### config.mk
export PLATFORM = sky130hd
export DESIGN_NAME = mygo_chan_arbiter
export DESIGN_NICKNAME = d
export VERILOG_FILES = /design/src/rtl/mygo_chan_pkg.sv /design/src/rtl/mygo_rr_pick.sv /design/src/rtl/mygo_chan_arbiter.sv
export SDC_FILE = /design/constraint.sdc
export NUM_CORES = 1
export LEC_CHECK = 0
export BUFFER_PORTS_ARGS = -buffer_cell sky130_fd_sc_hd__buf_2
export CAP_MARGIN = 10
export CORE_UTILIZATION = 54
export DETAILED_ROUTE_END_ITERATION = 8
export PLACE_DENSITY_LB_ADDON = 0.3
export SYNTH_ARGS = -nofsm -noshare
export SYNTH_HDL_FRONTEND = slang
export SYNTH_SLANG_ARGS = --single-unit
export TNS_END_PERCENT = 20
### constraint.sdc
create_clock -name clk -period 7.55 [get_ports clk]
set_clock_uncertainty 0.15 [all_clocks]
set_input_delay 0.755 -clock clk [delete_from_list [all_inputs] [get_ports clk]]
set_output_delay 0.755 -clock clk [all_outputs]
set_load 0.02 [all_outputs]
### src/rtl/mygo_chan_pkg.sv
`default_nettype none
// ============================================================================
// Module   : mygo_chan_pkg
// Brief    : Shared types and helpers for the mygo channel write-side blocks.
// Revision : 1.0
// ============================================================================
package mygo_chan_pkg;

    localparam int CHAN_WIDTH_DEFAULT = 32;
    localparam int NREQ_DEFAULT       = 4;

    // Never returns less than 1 so index ports keep a legal width.
    function automatic int clog2(input int value);
        int result;
        result = 1;
        for (int i = 1; i < 32; i++) begin
            if ((1 << i) < value) begin
                result = i + 1;
            end
        end
        return result;
    endfunction

    localparam int IDW_DEFAULT = clog2(NREQ_DEFAULT);

    typedef struct packed {
        logic [CHAN_WIDTH_DEFAULT-1:0] data;
        logic                          valid;
    } chan_wr_t;

    typedef enum logic [0:0] {
        SLOT_EMPTY = 1'b0,
        SLOT_FULL  = 1'b1
    } slot_state_t;

endpackage
`default_nettype wire

### src/rtl/mygo_rr_pick.sv
`default_nettype none
// ============================================================================
// Module   : mygo_rr_pick
// Brief    : Combinational round-robin picker: rotate, priority-encode, rotate back.
// Revision : 1.0
// ============================================================================
module mygo_rr_pick
    import mygo_chan_pkg::*;
#(
    parameter int NREQ = 4,
    parameter int IDW  = clog2(NREQ)
) (
    input  logic [NREQ-1:0] i_req,
    input  logic [IDW-1:0]  i_ptr,
    output logic [NREQ-1:0] o_grant,
    output logic [IDW-1:0]  o_grant_idx,
    output logic            o_any
);

    localparam logic [IDW:0] c_NREQ_EXT = (IDW+1)'(NREQ);

    logic [2*NREQ-1:0] w_dbl;
    logic [NREQ-1:0]   w_rot;
    logic [IDW-1:0]    w_off;
    logic [IDW:0]      w_sum;

    always_comb begin
        // Doubling the vector makes the rotate work for non-power-of-two NREQ.
        w_dbl = {i_req, i_req} >> i_ptr;
        w_rot = w_dbl[NREQ-1:0];
        w_off = '0;
        for (int k = NREQ - 1; k >= 0; k--) begin
            if (w_rot[k]) begin
                w_off = IDW'(k);
            end
        end
        o_any = |i_req;
        w_sum = {1'b0, i_ptr} + {1'b0, w_off};
        if (w_sum >= c_NREQ_EXT) begin
            w_sum = w_sum - c_NREQ_EXT;
        end
        o_grant_idx = w_sum[IDW-1:0];
        o_grant     = '0;
        for (int i = 0; i < NREQ; i++) begin
            o_grant[i] = o_any && (o_grant_idx == IDW'(i));
        end
    end

endmodule
`default_nettype wire

### src/rtl/mygo_chan_arbiter.sv
`default_nettype none
// ============================================================================
// Module   : mygo_chan_arbiter
// Brief    : Round-robin merge of NREQ channel senders into one registered write slot.
// Revision : 1.0
// ============================================================================
module mygo_chan_arbiter
    import mygo_chan_pkg::*;
#(
    parameter int WIDTH = 32,
    parameter int NREQ  = 4,
    parameter int IDW   = clog2(NREQ)
) (
    input  logic                  clk,
    input  logic                  rst,
    input  logic [NREQ*WIDTH-1:0] req_wdata,
    input  logic [NREQ-1:0]       req_wvalid,
    output logic [NREQ-1:0]       req_wready,
    output logic [WIDTH-1:0]      out_wdata,
    output logic                  out_wvalid,
    input  logic                  out_wready,
    output logic [IDW-1:0]        out_id,
    output logic                  busy
);

    localparam logic [IDW-1:0] c_LAST_IDX = IDW'(NREQ - 1);

    slot_state_t       state_q, state_d;
    logic [WIDTH-1:0]  data_q, data_d;
    logic [IDW-1:0]    id_q, id_d;
    logic [IDW-1:0]    rr_ptr_q, rr_ptr_d;

    logic [NREQ-1:0]   w_grant;
    logic [IDW-1:0]    w_grant_idx;
    logic              w_any;
    logic              w_can_accept;
    logic              w_accept;

    mygo_rr_pick #(
        .NREQ (NREQ),
        .IDW  (IDW)
    ) u_pick (
        .i_req       (req_wvalid),
        .i_ptr       (rr_ptr_q),
        .o_grant     (w_grant),
        .o_grant_idx (w_grant_idx),
        .o_any       (w_any)
    );

    always_comb begin
        w_can_accept = (state_q == SLOT_EMPTY) || out_wready;
        // Holding off grants during reset keeps producers from losing a word.
        w_accept     = w_can_accept && w_any && rst;
        req_wready   = w_accept ? w_grant : '0;

        state_d  = state_q;
        data_d   = data_q;
        id_d     = id_q;
        rr_ptr_d = rr_ptr_q;
        if (w_accept) begin
            state_d  = SLOT_FULL;
            data_d   = req_wdata[int'(w_grant_idx)*WIDTH +: WIDTH];
            id_d     = w_grant_idx;
            rr_ptr_d = (w_grant_idx == c_LAST_IDX) ? '0 : w_grant_idx + IDW'(1);
        end else if ((state_q == SLOT_FULL) && out_wready) begin
            state_d = SLOT_EMPTY;
        end
    end

    always_ff @(posedge clk or negedge rst) begin
        if (!rst) begin
            state_q  <= SLOT_EMPTY;
            data_q   <= '0;
            id_q     <= '0;
            rr_ptr_q <= '0;
        end else begin
            state_q  <= state_d;
            data_q   <= data_d;
            id_q     <= id_d;
            rr_ptr_q <= rr_ptr_d;
        end
    end

    assign out_wvalid = (state_q == SLOT_FULL);
    assign out_wdata  = data_q;
    assign out_id     = id_q;
    assign busy       = out_wvalid || (|req_wvalid);

endmodule
`default_nettype wire
=== Word-level counts from Yosys, hierarchy flattened ===
Cells that the tools add are included.

* Register bits: 97
* Input bits: 135

* Add/sub/neg operators: 3
* $lt $le $gt $ge: 1
* Equal/unequal tests: 3
* Shifts and indexed selects: 2
* Multiplexer cells: 9
* Bitwise operators: 1
* Reduce and logical (&&, ||, !) cells: 12

{| class="wikitable"
|+ Operator list
! cell !! count
|-
| 128-bit by 32-bit variable part select with 32-bit output || 1
|-
| 32-bit by 2-bit equality test with 1-bit output, second input constant || 2
|-
| 32-bit two-way mux || 2
|-
| 32-bit by 2-bit adder with 33-bit output || 1
|-
| 33-bit by 3-bit greater-or-equal comparator with 1-bit output, second input constant || 1
|-
| 32-bit by 1-bit adder with 32-bit output, second input constant || 1
|-
| 32-bit by 1-bit equality test with 1-bit output, second input constant || 1
|-
| 32-bit zero test || 1
|-
| 8-bit by 32-bit >> shifter with 4-bit output || 1
|-
| 32-bit by 3-bit subtractor with 32-bit output, second input constant || 1
|-
| 2-bit two-way mux || 4
|-
| 1-bit logical AND || 7
|-
| 4-bit two-way mux || 1
|-
| 4-bit OR reduction || 1
|-
| 1-bit logical OR || 2
|-
| 1-bit two-way mux || 2
|-
| 2-bit nonzero test || 1
|-
| 1-bit NOT || 1
|}

=== Depth between registers and ports, before layout ===
Gate-level depths: netlist (run 1).

* Depth in word-level cells: 11
* Mapped depth: 27
* Mapped depth without buffers: 24

=== Hierarchy ===
A second synthesis (run 1) with hierarchy kept.

* Cell total of the unflattened synthesis: 875
* Area total of the unflattened synthesis: 7,727.4 µm²

{| class="wikitable"
|+ Modules (own cells, without submodules)
! module !! instances !! cells each !! area an instance (µm²) !! sequential area each (µm²)
|-
| mygo_chan_arbiter || 1 || 464 || 4,957.3 || 2,427.3
|-
| mygo_rr_pick || 1 || 411 || 2,770.2 || 0.0
|}

=== Worst setup path after synthesis (run 1) ===
OpenSTA, ideal clock, no wires.

* Path type: reg2out
* From: reg rr_ptr_q[25]
* To: out req_wready[0]
* Data arrival time: 5.784 ns
* Path slack: 0.861 ns
* Stages on the path, launching flop included: 24
* Cell sequence: dfrtp_1 -> clkbuf_1 -> or2_2 -> nor3_1 -> nand4_1 -> nor4_1 -> o21ai_0 -> a21oi_1 -> ha_1 -> inv_1 -> fa_1 -> and4b_1 -> clkbuf_2 -> nand3_2 -> nor4_2 -> xnor2_1 -> nand3_1 -> or4_1 -> a311oi_2 -> xnor2_1 -> or3b_1 -> nor4_1 -> nand3_1 -> nor2_1

* Longest elaborated chain between the ends: 11
* Elaborated cells on any way between the ends: 12
* Those cells by class: add/sub: 2; order compare: 1; shift: 1; mux: 6; reduce/logical: 2

{| class="wikitable"
|+ RTL lines
! what !! line !! text
|-
| from (decl) || mygo_chan_arbiter.sv:31 || <nowiki>logic [IDW-1:0] rr_ptr_q, rr_ptr_d;</nowiki>
|-
| from (signal assigned) || mygo_chan_arbiter.sv:80 || <nowiki>rr_ptr_q <= rr_ptr_d;</nowiki>
|-
| 8-bit by 32-bit >> shifter with 4-bit output || mygo_rr_pick.sv:29 || <nowiki>w_dbl = {i_req, i_req} >> i_ptr;</nowiki>
|-
| 2-bit two-way mux (4 in a row) || mygo_rr_pick.sv:33 || <nowiki>if (w_rot[k]) begin</nowiki>
|-
| 32-bit by 2-bit adder with 33-bit output * || mygo_rr_pick.sv:38 || <nowiki>w_sum = {1'b0, i_ptr} + {1'b0, w_off};</nowiki>
|-
| 32-bit by 3-bit subtractor with 32-bit output / 33-bit by 3-bit greater-or-equal comparator with 1-bit output (equally long branches) || mygo_rr_pick.sv:40, mygo_rr_pick.sv:39 ||
|-
| 32-bit two-way mux * || mygo_rr_pick.sv:39 || <nowiki>if (w_sum >= c_NREQ_EXT) begin</nowiki>
|-
| 32-bit zero test * || mygo_rr_pick.sv:45 || <nowiki>o_grant[i] = o_any && (o_grant_idx == IDW'(i));</nowiki>
|-
| 1-bit logical AND * || mygo_rr_pick.sv:45 ||
|-
| 4-bit two-way mux * || mygo_chan_arbiter.sv:54 || <nowiki>req_wready = w_accept ? w_grant : '0;</nowiki>
|-
| to (decl) || mygo_chan_arbiter.sv:18 || <nowiki>output logic [NREQ-1:0] req_wready,</nowiki>
|}

Mark *: on every way between the ends. The rest lies on a longest branch, timed or not.

=== Worst setup path after layout (run 1) ===
* From: reg rr_ptr_q[22]
* To: out req_wready[3]

* Longest elaborated chain between the ends: 11
* Elaborated cells on any way between the ends: 12
* Those cells by class: add/sub: 2; order compare: 1; eq/ne: 1; shift: 1; mux: 6; reduce/logical: 1

{| class="wikitable"
|+ RTL lines
! what !! line
|-
| 8-bit by 32-bit >> shifter with 4-bit output || mygo_rr_pick.sv:29
|-
| 2-bit two-way mux (4 in a row) || mygo_rr_pick.sv:33
|-
| 32-bit by 2-bit adder with 33-bit output * || mygo_rr_pick.sv:38
|-
| 32-bit by 3-bit subtractor with 32-bit output / 33-bit by 3-bit greater-or-equal comparator with 1-bit output (equally long branches) || mygo_rr_pick.sv:40, mygo_rr_pick.sv:39
|-
| 32-bit two-way mux * || mygo_rr_pick.sv:39
|-
| 32-bit by 2-bit equality test with 1-bit output * || mygo_rr_pick.sv:45
|-
| 1-bit logical AND * || mygo_rr_pick.sv:45
|-
| 4-bit two-way mux * || mygo_chan_arbiter.sv:54
|}

Marks and branches as above.

==> impl_metrics.ini, run 1 <==
[floorplan]
die-area_um2 = 14860
core_um2 = 13930
die_y_um = 121.9
die_w_um = 121.9
start_util = 0.5571
row_count = 43
io-pin-count = 205

[cells_and_area]
final_common_cell = buf_2
fin_area_um2 = 9749
final_nets = 1218
fin_util = 0.6997
drive_gt1_frac = 0.3596
areaGrowthSynthToFinish_pct = 25.60
fillers = 1113
layout_common_cells = buf_2 (203), nand2_1 (120), dfrtp_1 (95)

[route]
drtIter0Drc = 935
routed_wl_um = 28700
post_drt_wl_per_cell_um = 22.76
ant_nets = 0
drc_errors = 0
first_pass_iters = 7
via_per_inst = 6.390
vias = 8058

[cts]
cts.sinks = 97
clockBufferDepth = 2
cts_buffers = 9
insertion_delay_ns = 0.36
cts_tree = done
ctsHoldBuffers = 0
cts-root-buf = clkbuf_16
clkSlewWorstSetupHoldPaths_ns = 0.07
h-tree-depth = 3

[setup_path]
cp-start-kind = flop
cp.arrival_ns = 6.30
r2r_slack_ns = 0.88
startpoint = rr_ptr_q[22]
reg2regPathDepth = 23
critPathMaxStageDelay_ns = 0.55
endpoint = req_wready[3]
worst-path-stages = 24
cp-end-kind = output port
crit_slowest_cell = or4_4
worstPathBufferInverterCount = 4
crit_fanout = 8
crit_type = flop to output port
critical_path_required_ns = 6.64
path_cells = or2_2 -> nor2_1 -> nand4_1 -> nor2_2 -> and2_4 -> mux2i_1 -> a21oi_1 -> ha_2 -> inv_1 -> fa_2 -> nand4b_4 -> nor4_4 -> buf_4 -> nor4b_4 -> o211ai_4 -> or4_4 -> a311oi_2 -> xnor2_1 -> or3b_1 -> nor4_2 -> buf_4 -> nand3_2 -> nor2_1 -> buf_2
r2r-start = rr_ptr_q[22]
crit_family = simple AND/OR/NAND/NOR gates
r2r_end = rr_ptr_q[26]

[yosys]
synthFlopType = dfrtp_1
synth_area_leaders = dfrtp_1 (31%), mux4_2 (9.3%), nand2_1 (5.9%)
synth_cells = 861
async_flop_share = 1.000
ys_types = 87
synth_area_per_cell_um2 = 9.016
synth_enable_flop_cells = 0
synth_nets = 1005
yosysTopAreaCell = dfrtp_1
synth_top_area_share = 0.3127
synth-seq-cells = 97
synth.yosys.seq_area_share = 0.3127
yosys_warnings = 0
syn_area_um2 = 7762

[sta]
slew_viol_final = 0
finalSetupTns_ns = 0
whs_ns = 0.1884
finalCritPeriodShare = 0.9548
finalHoldViolations = 0
worst_slack_ns = 0.3411
fin_crit_ns = 7.209
worstMarginPinSlew_ns = 0.8942
fmax_mhz = 138.7
max-slew-margin-rel = 0.4039
setup_viol = 0

[power]
power.density_nw_per_um2 = 375.4
ir_drop_mv = 0.1808
p_sw_frac = 0.4927
switchingPower_mw = 1.803
clockPowerShare = 0.143
intPower_mw = 1.857
share_comb_of_total_power = 0.597
seq_power_share = 0.260
p_leak_nw = 4.323

[grt]
antenna_found_initial = 2
overflow = 0
grt_max_degree = 81
grt_usage = 0.3987
grt_pass1_wl_um = 43880
grt_pass1_vias = 7642

[min_path]
worstHoldPathType = input port to asynchronous set/reset pin

[run_status]
status = finished, final reports clean

[placement]
gp_congestion = 1.052
hpwl_um = 22210
dpl-instance-area_um2 = 9146
post-place-ws_ns = 0.3766
portBuffers = 204

[flow_run]
drv_cap = 0
==> worst min path at each step <==
stage               cells past startpoint  slack (ns)       start      endpoint
global route                            1        0.23         rst  rr_ptr_q[29]
finish                                  1        0.19         rst  rr_ptr_q[29]
floorplan                               0        0.31         rst     out_id[0]
detailed placement                      2        0.31  out_id[18]    out_id[18]
global placement                        2        0.31   out_id[9]     out_id[9]
CTS                                     1        0.20         rst  rr_ptr_q[29]
==> metrics by stage <==
stage | total power [mW] | std cells
3_5_place_dp | 2.967 | 1237
4_1_cts | 3.503 | 1253
3_3_place_gp | 2.968 | 1237
5_1_grt | 3.844 | 1261
6_report | 3.660 | 1261
2_1_floorplan | 2.260 | 861
==> timing repair <==
action	CTS	global route
pin swaps	0	8
gates resized for setup	3	37
setup endpoints to repair	4	4
cloned	0	0
setup buffers	0	6
hold endpoints to repair	0	0
==> final cells by class <==
class	count	area, um2	share of cell area
flip-flops and latches	97	2430	0.2492
inverters	13	48.80	0.005005
repair buffers	260	1444	0.1481
well taps	180	225.2	0.02310
diodes	2	5.005	0.0005133
multi-input cells	693	5261	0.5397
clock buffers	10	239.0	0.02451
clock inverters	6	96.34	0.009882
==> power groups by stage <==
stage | Sequential, mW | Clock (mW) | Combinational [mW]
floorplan | 1.00 | 0 | 1.26
CTS | 0.937 | 0.522 | 2.04
global placement | 0.933 | 0 | 2.03
finish | 0.953 | 0.523 | 2.18
global route | 0.974 | 0.546 | 2.32
detailed placement | 0.936 | 0 | 2.03
==> cells by family (layout without fill, tap and decap cells) <==
logic type,after synthesis,count (layout),synth area share
AND/OR/NAND/NOR,384,384,0.2690
AO/OA/AOI/OAI,179,179,0.1675
flip-flops,97,97,0.3127
XOR/XNOR,78,78,0.08801
buffers and inverters,71,289,0.03981
multiplexers,43,43,0.1075
adder cells (fa/ha/maj),9,9,0.01547
other,0,2,0
==> cells in the mapped netlist, types with 10 or more instances <==
cell,instances
a22o_1,38
buf_2,14
inv_1,13
nand3_1,45
xnor2_1,43
nor2_1,48
clkbuf_1,30
dfrtp_1,97
o21ai_0,56
nand4_1,22
a31oi_1,11
nor4_1,20
mux4_2,32
xor2_1,35
nand2_1,121
a21oi_1,15
or2_2,10
nor3_1,33
==> state kept, by name (all words and copies together), names as in the netlist <==
signal	cells
out_id	32
out_wdata	32
rr_ptr_q	32
out_wvalid	1
==> routing by layer <==
metal	vias to the layer above	routed length [um]	global-route usage
li1	3634	-	-
met1	3866	11900	0.5548
met2	480	12980	0.5953
met3	78	2729	0.08099
met4	0	1095	0.1860
met5	-	0	0
(Power assumes the default switching activity.)
==> run 2, diff against run 1 <==
- GPL_ROUTABILITY_DRIVEN: default -> 0
- PLACE_DENSITY: default -> 0.81
- PLACE_DENSITY_LB_ADDON: 0.3 -> default
==> impl_metrics.ini, run 2 (synthesized netlist as in run 1, its figures left out) <==
[cts]
cts-root-buf = clkbuf_16
cts_buffers = 9
h-tree-depth = 3
clockBufferDepth = 2
insertion_delay_ns = 0.36
ctsHoldBuffers = 0
clkSlewWorstSetupHoldPaths_ns = 0.08
cts.sinks = 97
cts_tree = done

[route]
drc_errors = 0
via_per_inst = 6.565
drtIter0Drc = 1111
routed_wl_um = 27660
first_pass_iters = 6
vias = 8246
ant_nets = 0
post_drt_wl_per_cell_um = 22.02

[sta]
fin_crit_ns = 7.361
max-slew-margin-rel = 0.2174
setup_viol = 0
finalCritPeriodShare = 0.9749
worstMarginPinSlew_ns = 1.174
fmax_mhz = 135.9
finalHoldViolations = 0
slew_viol_final = 0
whs_ns = 0.1895

[setup_path]
path_cells = or2_2 -> nor3_2 -> nand4_1 -> nor2_2 -> and2_4 -> mux2i_1 -> a21oi_1 -> ha_2 -> inv_1 -> fa_2 -> nand4b_4 -> nor4_4 -> mux2i_2 -> a31o_2 -> nand3_2 -> or4_4 -> a311oi_4 -> xnor2_2 -> or3b_1 -> nor4_2 -> buf_4 -> nand3_2 -> nor2_1 -> buf_2
critPathMaxStageDelay_ns = 0.59
crit_top_cell = nand3_2
worstPathBufferInverterCount = 3
crit_type = flop to output port
crit_fanout = 8
startpoint = rr_ptr_q[26]
cp-end-kind = output port
critical_path_required_ns = 6.64
cp.arrival_ns = 6.46
crit_slowest_cell = or4_4
reg2regPathDepth = 24
r2r-start = rr_ptr_q[26]
cp-start-kind = flop
r2r_slack_ns = 0.45
crit_family = simple AND/OR/NAND/NOR gates
r2r_end = rr_ptr_q[26]

[cells_and_area]
layout_common_cells = buf_2 (203), nand2_1 (121), dfrtp_1 (94)
fin_area_um2 = 9617
fillers = 1018
final_common_cell = buf_2
fin_util = 0.6901
final_nets = 1205
areaGrowthSynthToFinish_pct = 23.89
finalNonFillerCells = 1256
drive_gt1_frac = 0.3527

[placement]
dpl-instance-area_um2 = 8974
post-place-cells = 1214
hpwl_um = 20660
portBuffers = 204

[power]
power.density_nw_per_um2 = 367.0
intPower_mw = 1.768
p_total_mw = 3.529
seq_power_share = 0.273
ir_drop_mv = 0.2124
clockPowerShare = 0.129
p_leak_nw = 4.243
switchingPower_mw = 1.761
p_sw_frac = 0.4991
share_comb_of_total_power = 0.598

[flow_run]
drv_cap = 0

[grt]
grt_pass1_wl_um = 41590
grt_max_degree = 69
overflow = 0
antenna_found_initial = 10
grt_usage = 0.3747
grt_pass1_vias = 7860

[run_status]
status = finished, final reports clean

[floorplan]
die_w_um = 121.9
core_um2 = 13930
die_y_um = 121.9
die-area_um2 = 14860
row_count = 43
start_util = 0.5571
io-pin-count = 205

[min_path]
worstHoldPathType = input port to asynchronous set/reset pin
==> run 2: cell types whose count changed in the layout (fill, tap and decap cells not counted), sizes merged <==
cell,previous run,this run
buf,260,247
diode,2,10
bufinv,2,0
clkbuf,10,12
clkinv,0,2
inv,16,14
==> run 2: timing repair <==
action | CTS | global route
endpoints found under the setup margin | 4 | 4
pin swaps | 1 | 11
gates resized for setup | 9 | 32
buffers inserted | 0 | 16
==> run 2: through the flow <==
stage | TNS [ns] | setup slack [ns]
6_report | 0 | 0.1894
5_1_grt | -0.7152 | -0.1943
4_1_cts | 0 | 0.003269
3_5_place_dp | 0 | 0.2483
3_3_place_gp | 0 | 0.4884
2_1_floorplan | 0 | 0.8608
==> run 2: how the worst max path moves through the flow <==
stage / to / cells after the start / slack (ns)
after floorplan: req_wready[0] / 23 / 0.86
after global placement: req_wready[1] / 23 / 0.49
after detailed placement: req_wready[0] / 23 / 0.25
after CTS: req_wready[0] / 24 / 0.003
after global routing: req_wready[0] / 23 / -0.19
final: req_wready[0] / 24 / 0.19
==> run 2: layout make-up <==
| type | instances | area (um2) | area share |
|---|---|---|---|
| clock buffers | 12 | 256.5 | 0.02667 |
| clock inverters | 4 | 36.28 | 0.003773 |
| diodes | 10 | 25.02 | 0.002602 |
| repair buffers | 247 | 1346 | 0.1400 |
| inverters | 13 | 48.80 | 0.005074 |
| multi-input cells | 693 | 5248 | 0.5457 |
| well taps | 180 | 225.2 | 0.02342 |
| flip-flops and latches | 97 | 2431 | 0.2528 |
==> run 2: power groups by stage <==
stage | sequential, mW | clock, mW | combinational [mW]
CTS | 0.946 | 0.456 | 1.95
global placement | 0.942 | 0 | 1.92
global route | 0.985 | 0.476 | 2.24
floorplan | 1.00 | 0 | 1.26
finish | 0.962 | 0.456 | 2.11
detailed placement | 0.945 | 0 | 1.93
==> run 2: per-layer routing <==
layer	vias up	GRT usage	wire, um
li1	3612	-	-
met5	-	0	0
met4	0	0.2299	1829
met3	156	0.1114	3402
met1	3895	0.4747	10160
met2	583	0.5621	12270
